--- src/rtl/prio_enc_pkg.sv ---
// Shared default size and index-width helper for the priority-encoder block.
package prio_enc_pkg;

    localparam int DEFAULT_N = 8;

    function automatic int idx_width(input int n);
        return (n > 1) ? $clog2(n) : 1;
    endfunction

    typedef logic [idx_width(DEFAULT_N)-1:0] idx_t;

endpackage

--- src/rtl/prio_enc_core.sv ---
// Combinational encoder: index of the highest set bit of vec, plus a found flag.
module prio_enc_core
    import prio_enc_pkg::*;
#(
    parameter int N = DEFAULT_N
) (
    input  logic [N-1:0]              vec,
    output logic [idx_width(N)-1:0]   idx,
    output logic                      found
);

    localparam int W = idx_width(N);

    // Ascending scan so the last hit, the highest index, wins.
    always_comb begin
        idx   = '0;
        found = 1'b0;
        for (int i = 0; i < N; i++) begin
            if (vec[i]) begin
                idx   = W'(i);
                found = 1'b1;
            end
        end
    end

endmodule

--- src/rtl/rr_prio_enc.sv ---
// Registered priority encoder with valid/ready handshake.
// Define RR_PRIO_ENC_RR_EN for round-robin grant; otherwise highest index wins.
module rr_prio_enc
    import prio_enc_pkg::*;
#(
    parameter int N = DEFAULT_N
) (
    input  logic                      clk,
    input  logic                      rst_n,
    input  logic [N-1:0]              d,
    input  logic                      in_valid,
    output logic                      in_ready,
    output logic [idx_width(N)-1:0]   a,
    output logic                      any,
    output logic                      out_valid,
    input  logic                      out_ready
);

    localparam int W = idx_width(N);

    logic          accept;
    logic [N-1:0]  enc_vec;
    logic [W-1:0]  hi_idx;
    logic          hi_found;
    logic [W-1:0]  grant;

    assign in_ready = !out_valid || out_ready;
    assign accept   = in_valid && in_ready;

    prio_enc_core #(.N(N)) u_core (
        .vec   (enc_vec),
        .idx   (hi_idx),
        .found (hi_found)
    );

`ifdef RR_PRIO_ENC_RR_EN
    logic [W-1:0] ptr;

    // Line (ptr+k) mod N lands at bit N-1-k, so the highest set bit of the
    // rotated vector is the first request at or above ptr.
    always_comb begin
        int s;
        enc_vec = '0;
        for (int k = 0; k < N; k++) begin
            s = int'(ptr) + k;
            if (s >= N) s = s - N;
            enc_vec[N-1-k] = d[s];
        end
    end

    always_comb begin
        int s;
        s = int'(ptr) + (N - 1 - int'(hi_idx));
        if (s >= N) s = s - N;
        grant = W'(s);
    end

    always_ff @(posedge clk) begin
        if (!rst_n) begin
            ptr <= '0;
        end else if (accept && hi_found) begin
            ptr <= (grant == W'(N - 1)) ? '0 : grant + W'(1);
        end
    end
`else
    assign enc_vec = d;
    assign grant   = hi_idx;
`endif

    always_ff @(posedge clk) begin
        if (!rst_n) begin
            out_valid <= 1'b0;
            a         <= '0;
            any       <= 1'b0;
        end else if (accept) begin
            out_valid <= 1'b1;
            a         <= hi_found ? grant : '0;
            any       <= hi_found;
        end else if (out_ready) begin
            out_valid <= 1'b0;
        end
    end

endmodule

--- config.mk ---
export PLATFORM = sky130hd
export DESIGN_NAME = rr_prio_enc
export DESIGN_NICKNAME = d
export VERILOG_FILES = /design/src/rtl/prio_enc_pkg.sv /design/src/rtl/prio_enc_core.sv /design/src/rtl/rr_prio_enc.sv
export SDC_FILE = /design/constraint.sdc
export NUM_CORES = 1
export LEC_CHECK = 0
export CAP_MARGIN = 30
export CORE_AREA = 2 2 39 41
export DETAILED_ROUTE_END_ITERATION = 8
export DIE_AREA = 0 0 41 43
export GPL_TIMING_DRIVEN = 0
export MAX_ROUTING_LAYER = met4
export SYNTH_ARGS = -nofsm -noshare
export SYNTH_HDL_FRONTEND = slang
export SYNTH_SLANG_ARGS = --single-unit
--- constraint.sdc ---
create_clock -name clk -period 2.1 [get_ports clk]
set_input_delay 0.525 -clock clk [delete_from_list [all_inputs] [get_ports clk]]
set_output_delay 0.525 -clock clk [all_outputs]
set_load 0.005 [all_outputs]
### Word level (Yosys, flattened, before mapping)

Cells that the tools add are included.

| storage, ports and cells | value |
|---|---|
| bits in registers | 5 |
| bits in latches | 0 |
| bits in writable memories | 0 |
| bits in read-only memories | 0 |
| input bits | 12 |
| output and inout port bits | 6 |
| word-level logic and storage cells | 25 |
| memories | 0 |

| operators by class | value |
|---|---|
| $add $sub $neg | 0 |
| $mul | 0 |
| divide/modulo/power cells | 0 |
| $lt $le $gt $ge | 0 |
| equality and inequality tests | 0 |
| shift operators | 0 |
| muxes and demuxes | 18 |
| bitwise gates (word level) | 0 |
| reduce and logical (&&, ||, !) cells | 4 |

Operator list:

| kind | number |
|---|---|
| $mux W3 | 5 |
| $mux W1 | 11 |
| $mux W2 | 2 |
| $reduce_bool A2 Y1 | 1 |
| $logic_and A1 B1 Y1 | 1 |
| $logic_not A1 Y1 | 1 |
| $logic_or A1 B1 Y1 | 1 |

### Longest topological paths before layout

| logic depth | value |
|---|---|
| depth after elaboration | 9 |
| gate-level depth with buffers | 4 |
| gate-level depth less buffers | 4 |

### Modules after synthesis

From an unflattened synthesis, not the netlist that was laid out.

| second synthesis, totals | value |
|---|---|
| cells, all modules | 34 |
| area total of the unflattened synthesis | 272.8 µm² |

Modules (own cells, without submodules):

| module | instances | cells an instance | area an instance (µm²) | seq. area each (µm²) |
|---|---|---|---|---|
| rr_prio_enc | 1 | 22 | 215.2 | 100.1 |
| prio_enc_core | 1 | 12 | 57.6 | 0.0 |

### Worst setup path after synthesis

OpenSTA, ideal clock, no wires.

| timing | value |
|---|---|
| path type | input -> output |
| from | input port out_ready |
| to | output port in_ready |
| arrival time | 0.652 ns |
| data required time | 1.575 ns |
| path slack | 0.923 ns |
| stages | 1 |
| buffers on the path | 0 |
| path through | nand2b_4 |

| between the ends | value |
|---|---|
| longest elaborated chain between the ends | 1 |

Ends and longest elaborated chain:

| what | line | source |
|---|---|---|
| start, declared | rr_prio_enc.sv:16 | `input logic out_ready` |
| $logic_or A1 B1 Y1 | rr_prio_enc.sv:27 | `assign in_ready = !out_valid \|\| out_ready;` |
| end, declared | rr_prio_enc.sv:12 | `output logic in_ready,` |

No other way between the ends.

### Worst setup path after layout

Ends and elaborated chain as after synthesis.

==> metrics.md <==
| Metric | Value |
|---|---|
| Met1 track demand over resource in global routing | 0.0774 |
| Minimum clock period after layout | 1860 ps |
| Final period utilization | 0.884 |
| Synthesis-stage register bit count | 5 |
| Post-synth cell types | 18 |
| Storage element area | 100 µm² |
| Crit path capture type | primary output |
| Clock latency reported for the late side of the worst-skew pair | 240 ps |
| Global placer's final weighted congestion | 0.640 |
| Width of the chip | 41 µm |
| Area of the die | 0.00176 mm² |
| Kind of start point of the critical path | input pin |
| Aggregate global-route resource usage | 0.0886 |
| Routed vias/inst | 4.19 |
| Outcome | complete, no violations |
| Hold wc startpoint | a[0] |
| Sequential element share of the synthesized area | 0.377 |
| Global routing usage on met3 | 0.0785 |
| WS Path Type | in2out |
| Peak supply drop | 0.232 mV |
| Total negative setup slack | 0 ps |
| Reg-to-reg setup timing slack | 1120 ps |
| Data arrival, critical path | 1330 ps |
| Post-synthesis net count | 43 |
| Mean instance size in the synthesized netlist | 8.56 µm² |
| Slowest CP cell | clkdlybuf4s50_1 |
| Largest stage delay on the critical path | 450 ps |
| Hold buffers post-CTS | 0 |
| Fraction of layout instances using a drive strength above 1 | 0.135 |
| Routed vias | 285 |
| Busiest metal layer after global routing | met2 |
| Number of antenna violations at the first check in global routing | 0 |
| Final setup violating endpoints | 0 |
| Wire length of the first global-routing pass | 945 µm |
| Capture point of the worst reg-to-reg path | a[1] |
| Total of cells resized after clock tree synthesis | 1 |
| Post-DP HPWL | 485 µm |
| Clock Path Buffers | 2 |
| Post-synth top area share | 0.377 |
| Number of filler cells placed in the layout | 159 |
| Number of clock buffers inserted by TritonCTS | 3 |
| Worst path cell trace | clkdlybuf4s50_1 -> nand2b_4 -> dlygate4sd2_1 |
| Vertical extent of the die | 43 µm |
| Synthesized instance count | 31 |
| Routed wire per std cell | 8.75 µm |
| Worst setup path start | out_ready |
| Final clock skew | 3.85 ps |
| Unrepaired setup endpoints after global routing | no |
| Synth area leaders | dfxtp_1 38%, nor4_4 8.0%, nor2_1 7.1% |
| Row Count | 14 |
| I/O Pins | 18 |
| Worst-path clk slew | 40 ps |
| Final standard cell utilization of the core | 0.347 |
| Leakage power | 0.192 nW |
| Clock Sink Count | 5 |
| Maximum clock rate | 0.539 GHz |
| Post-detailed-placement cell area | 455 µm² |
| Root buffer cell | clkbuf_4 |
| Worst Tran Pin Value | 256 ps |
| Area of the mapped netlist | 265 µm² |
| Clock tree from TritonCTS | built |
| Total power per unit cell area | 585 mW/mm² |
| Floorplan core area | 0.00138 mm² |
| Type of the most critical hold path | reg2reg |
| Post-route design area | 480 µm² |
| Number of max-slew violations in the final report | 0 |
| Data required time at the worst endpoint | 1570 ps |
| Yosys warning total | 0 |
| Fin. Hold Viols | 0 |
| GR Overflow Total | 0 |
| Number of levels in the clock H-tree | 1 |
| Relative slew slack | 0.828 |
| Number of DRC violations after detailed routing | 0 |
| Multi-input gate area in the final layout | 154 µm² |
| Length of the first detailed-routing pass in iterations | 4 |
| Number of antenna cells inserted | 0 |
| Wire length after detailed routing | 595 µm |
| Cell depth of the worst hold path | 2 |
| # Post-CTS Setup Buffers | 0 |
| Worst r2r src | out_valid |
| Worst-case reg-to-reg path depth | 4 |
| Largest net degree at the start of global routing | 7 |
| Port Buffers | 17 |
| Synth-to-Final Area Change | 81.1% |
| Global Route met2 Usage | 0.128 |
| Vias in the first global route | 261 |
| Cell type contributing the most total cell area after synthesis | dfxtp_1 |
| Endpoint, Worst Hold | a[0] |
| Max Cap Violations | 0 |
| Critical Path Fanout Max | 4 |
| Number of nets with antenna violations after routing | 0 |
| Number of DRC markers after the initial detailed-route iteration | 5 |
| Initial standard-cell utilization of the core | 0.192 |
| Count of nets after finishing | 65 |
## synth_stat cells, drive strengths merged
master,number
nor3,1
o21ai,2
nand2,2
nor4,2
a21boi,1
and2,1
nand2b,1
dfxtp,5
nand3,3
a21oi,2
o31a,1
nor3b,1
o211a,1
nor2,5
inv,3
## final cells by class
class                   instances  share of cell area
repair buffers                 17               0.352
multi-input cells              23               0.320
flip-flops and latches          5               0.208
clock buffers                   4              0.0547
well taps                      16              0.0417
inverters                       3              0.0234
## flip-flops by register name, indices dropped and copies added, names as in the netlist
register   count
out_valid      1
any            1
a              3
## cells by family after synthesis
family | after synthesis | synth area share
buffers and inverters | 3 | 0.0424
AOI/OAI and AO/OA | 7 | 0.175
and+or+nand+nor | 16 | 0.406
DFF | 5 | 0.377
## cell usage in the layout (no fill, tap or decap)
| master | n |
|---|---|
| clkdlybuf4s50_1 | 16 |
| nor2_1 | 5 |
| dfxtp_1 | 5 |
| inv_1 | 3 |
| clkbuf_4 | 3 |
| nand2_1 | 2 |
| a21oi_1 | 2 |
| nand3_1 | 2 |
| nand2b_4 | 1 |
| and2_2 | 1 |
| nor4_4 | 1 |
| nand3_2 | 1 |
| nor3b_1 | 1 |
| a21boi_0 | 1 |
| nor3_1 | 1 |
| nor4_1 | 1 |
| o21ai_0 | 1 |
| o31a_1 | 1 |
| o21ai_1 | 1 |
| o211a_1 | 1 |
| clkbuf_1 | 1 |
| dlygate4sd2_1 | 1 |
## layer usage
metal  vias up  share of wire
li1        153              -
met1       121           0.41
met2        11           0.47
met3         0           0.11
met4         0              0
met5         -              0
## through the flow
step	worst slack [ps]	hold WS, ps	power, mW	std cells
6_report	245	453	0.281	68
5_1_grt	220	497	0.299	68
4_1_cts	241	459	0.290	68
2_1_floorplan	923	453	0.128	31
3_3_place_gp	-23.1	447	0.173	64
3_5_place_dp	-25.1	453	0.174	64
## critical path: cells and delay by family
family | cells | cell delay [ps]
buf+inv | 2 | 680
simple gates | 1 | 120
## report_power, final
part	switching (mW)	internal, mW	leakage, nW
combinational	0.0224	0.0416	0.135
sequential	0.00419	0.103	0.0417
clock	0.0381	0.0717	0.0150
total	0.0647	0.216	0.192
## worst max-delay path by stage
stage / endpoint / slack [ps] / depth (start not counted)
5_1_grt: in_ready / 220 / 3
3_3_place_gp: in_ready / -20 / 3
6_report: in_ready / 240 / 3
3_5_place_dp: in_ready / -30 / 3
2_1_floorplan: in_ready / 920 / 1
4_1_cts: in_ready / 240 / 3
No activity file was read; power rests on OpenSTA's default activity.
==> variant 1, RTL diff (same settings) <==
`DEFAULT_N`: 8 -> 7.
--- a/src/rtl/prio_enc_pkg.sv
+++ b/src/rtl/prio_enc_pkg.sv
@@ -3,3 +3,3 @@
 
-    localparam int DEFAULT_N = 8;
+    localparam int DEFAULT_N = 7;
 
Ports: changed (resized d); port bits go from 18 to 17. The function was not compared with the original's and may differ.
==> variant 1 against the unedited design <==
- fmax down 5.3%
- count of clock-buffer cells in the layout unchanged
- critical path depth up 1
- setup slack worse by 0.10 ns
- wire length up 4.4%
- cell count down 10%
- sequential cell count unchanged
- synthesized area down 7.1%
- worst hold slack better by 0.019 ns
- power down 1.7%
- final area down 6.0%
- clock skew down 0.0038 ns
- critical path type unchanged
- largest cell class unchanged
- largest power group unchanged
- highest routed layer unchanged
==> variant 1: results (changes against the unedited design) <==
metric,value,unit,change
status,finished clean,,
dp_hpwl,507,um,+4.7%
hold_path_class,reg -> reg,,
largestRegisters,"a: 3 flops, any: 1 flops, out_valid: 1 flops",,
max-vdd-ir-drop,0.349,mV,+50%
tightest_slew,0.247,ns,-0.00849 ns
async_flop_share,0,%,unchanged
ys_warn_count,0,,unchanged
insertedDiodeCount,0,,unchanged
wl_per_cell,10.2,um,+16%
finalSetupViolations,0,,unchanged
clockRootBuffer,clkbuf_4,,
crit_path_top_delay_cell,clkdlybuf4s50_1,,
p_leak,0.000186,uW,-3.2%
vias,261,,-8.4%
portBuffers,16,,-1
seq_area_frac_synth,40.6,%,+2.9 points
clk_latency,0.24,ns,about the same
place.gp.congestion,0.725,,+13%
ys.flop_type,dfxtp_1,,
cts_buffers,3,,unchanged
nFillCells,151,,-5.0%
cts_max_level,1,,unchanged
grt.total_usage,8.74,%,-0.11 points
yosysUniqueCellTypes,18,,unchanged
clock_path_buffers,2,,unchanged
p_int,215,uW,-0.61%
grt_max_degree,8,,+1
synth_area_per_cell,9.86,um2,+15%
drtPass1Iterations,3,,-1
crit_fanout,7,,+3
synth_common_cells,"dfxtp_1, inv_1, nor2_1, o211a_1",,
initialDrtViolationCount,3,,-2
drive_gt1_share,13.3,%,-0.13 points
grt_pass1_wl,966,um,+2.2%
critPathMaxStageDelay,0.40,ns,-0.05 ns
placedInstanceArea,427,um2,-6.3%
clkTransAtPathRegs,0.04,ns,about the same
fin_skew,0.0000800,ns,-0.00377 ns
synthTopCellsByArea,"dfxtp_1, o211a_1, nand2b_4",,
cts_setup_buffers,0,,unchanged
final_cells,61,,-10%
synthesis.nets,36,,-16%
placedCellCount,57,,-11%
antenna_found_initial,0,,unchanged
variant 1: final cells by class:
type | instances | area [um2] | share of cell area, %
timing repair buffer | 16 | 159 | 35.2
tap | 16 | 20.0 | 4.43
buffer | 1 | 11.3 | 2.49
multi-input combinational | 17 | 128 | 28.3
clock buffer | 4 | 26.3 | 5.82
inverter | 2 | 7.51 | 1.66
sequential | 5 | 100 | 22.2
variant 1: what timing repair did:
action / in CTS / in global routing
endpoints found under the setup margin: 1 / 0
hold endpoints to repair: 0 / 0
resized for setup: 1 / 0
variant 1: metrics by stage:
step                      setup WS (ns)  power, uW  TNS, ns
final                             0.141        276        0
after global routing              0.104        293        0
after CTS                         0.135        283        0
after detailed placement         -0.127        169   -0.127
after global placement           -0.123        168   -0.123
after floorplan                   0.815        127        0
variant 1: logic make-up (layout without fill, tap and decap cells):
group / after synthesis / in the layout / synth area share (%)
buffers and inverters: 3 / 23 / 7.62
AOI/OAI and AO/OA: 7 / 7 / 25.4
and+or+nand+nor: 10 / 10 / 26.4
DFF: 5 / 5 / 40.6
variant 1: worst max-delay path, delay by kind of cell:
family | cells | cell delay (ns)
buffers and inverters | 3 | 0.77
AND/OR/NAND/NOR | 1 | 0.14
variant 1: worst paths after layout:
path	from	endpoint	slack, ns	cells past startpoint
setup / recovery	out_ready	in_ready	0.14	4
hold / removal	a[0]$_SDFFE_PN0P_	a[0]$_SDFFE_PN0P_	0.47	2
setup reg to reg	out_valid$_SDFFE_PN0P_	a[1]$_SDFFE_PN0P_	1.06	4
hold reg to reg	a[0]$_SDFFE_PN0P_	a[0]$_SDFFE_PN0P_	0.47	2
variant 1: routing by layer:
metal  part of all wire, %  global-route usage (%)  wire, um
met3                   7.9                    7.85        49
met1                    43                    9.32       270
met5                     0                       -         0
met4                     0                    2.00         0
met2                    49                    11.9       302
variant 1: power by group through the flow:
stage | logic (uW) | registers, uW | clock network [uW]
2_1_floorplan | 18.7 | 109 | 0
3_3_place_gp | 60.5 | 108 | 0
3_5_place_dp | 61.0 | 108 | 0
4_1_cts | 60.5 | 106 | 116
5_1_grt | 65.2 | 107 | 121
6_report | 59.7 | 106 | 110
==> variant 2, RTL diff (same flow settings) <==
Without the edit above. Add a define of `RR_PRIO_ENC_RR_EN`.
--- a/src/rtl/rr_prio_enc.sv
+++ b/src/rtl/rr_prio_enc.sv
@@ -2,2 +2,4 @@
 // Define RR_PRIO_ENC_RR_EN for round-robin grant; otherwise highest index wins.
+`define RR_PRIO_ENC_RR_EN
+
 module rr_prio_enc
Behaviour: not the same (Yosys sat finds a counterexample within 4 cycles, from zero or initial values and one cycle with rst_n low).
==> variant 2 against the unedited design <==
- the flow now stops in global routing
- synthesized cell count rose to 3.0 times the old value
- synthesized area grew to 3.4 times the old value
==> variant 2: results (changes against the unedited design) <==
metric,value,unit,change
dp_hpwl,1820,um,+280%
cts_buffers,3,,unchanged
clock_path_buffers,2,,unchanged
portBuffers,17,,unchanged
synth_common_cells,"a21oi_1, dfxtp_1, mux2_2, mux2i_1, nand2_1",,
worstEndpointGrtRepair,ptr[2]$_SDFFE_PN0P_/D,,
place.gp.congestion,0.788,,+23%
synth_xor_area_share,9.54,%,+9.5 points
status,stopped before the end,,
worstEndpointType,register data pin,,
lastStage,global routing,,
grt_max_degree,11,,
clockRootBuffer,clkbuf_4,,
seq_area_frac_synth,17.7,%,-20 points
async_flop_share,0,%,unchanged
synthAdderAreaFrac,7.75,%,+7.7 points
ys_warn_count,0,,unchanged
synth_compound_area_share,15.5,%,-2.0 points
synthMuxAreaShare,31.4,%,+31 points
synthTopCellsByArea,"dfxtp_1, mux4_2, mux2_2",,
firstError,"[ERROR DPL-0038] Utilization greater than 100%, impossible to legalize",,
synthesis.nets,109,,+150%
yosysUniqueCellTypes,34,,+16
cts_max_level,1,,unchanged
clock_sink_count,8,,+3
## variant 2: changes by cell type after synthesis, moves of 4 or more
cell and delta:
mux4_2 +6, nand2b_1 +4, ha_1 +4, nand2_1 +5, mux2i_1 +7, mux2_2 +7, o21ai_0 +4, a21oi_1 +6
## variant 2: cell families after synthesis
| family | Yosys count |
|---|---|
| buffers and inverters | 10 |
| DFF | 8 |
| and+or+nand+nor | 21 |
| muxes | 20 |
| xor gates and xnor gates | 6 |
| AOI/OAI and AO/OA | 22 |
| adders and majority gates | 5 |
## variant 2: through the flow
stage               instance area (um2)  cells  setup WS (ns)  hold slack, ns  utilization (%)
floorplan                           962     92          -1.27           0.448                -
CTS                                1330    139          -1.38           0.464             96.3
global placement                   1150    125          -1.65           0.444             83.3
detailed placement                 1150    125          -1.79           0.456             83.3
## variant 2: repair_timing
item / 4_1_cts
pin swaps: 16
resized for setup: 28
setup buffers: 16
setup endpoints to repair: 8
hold buffers: 0
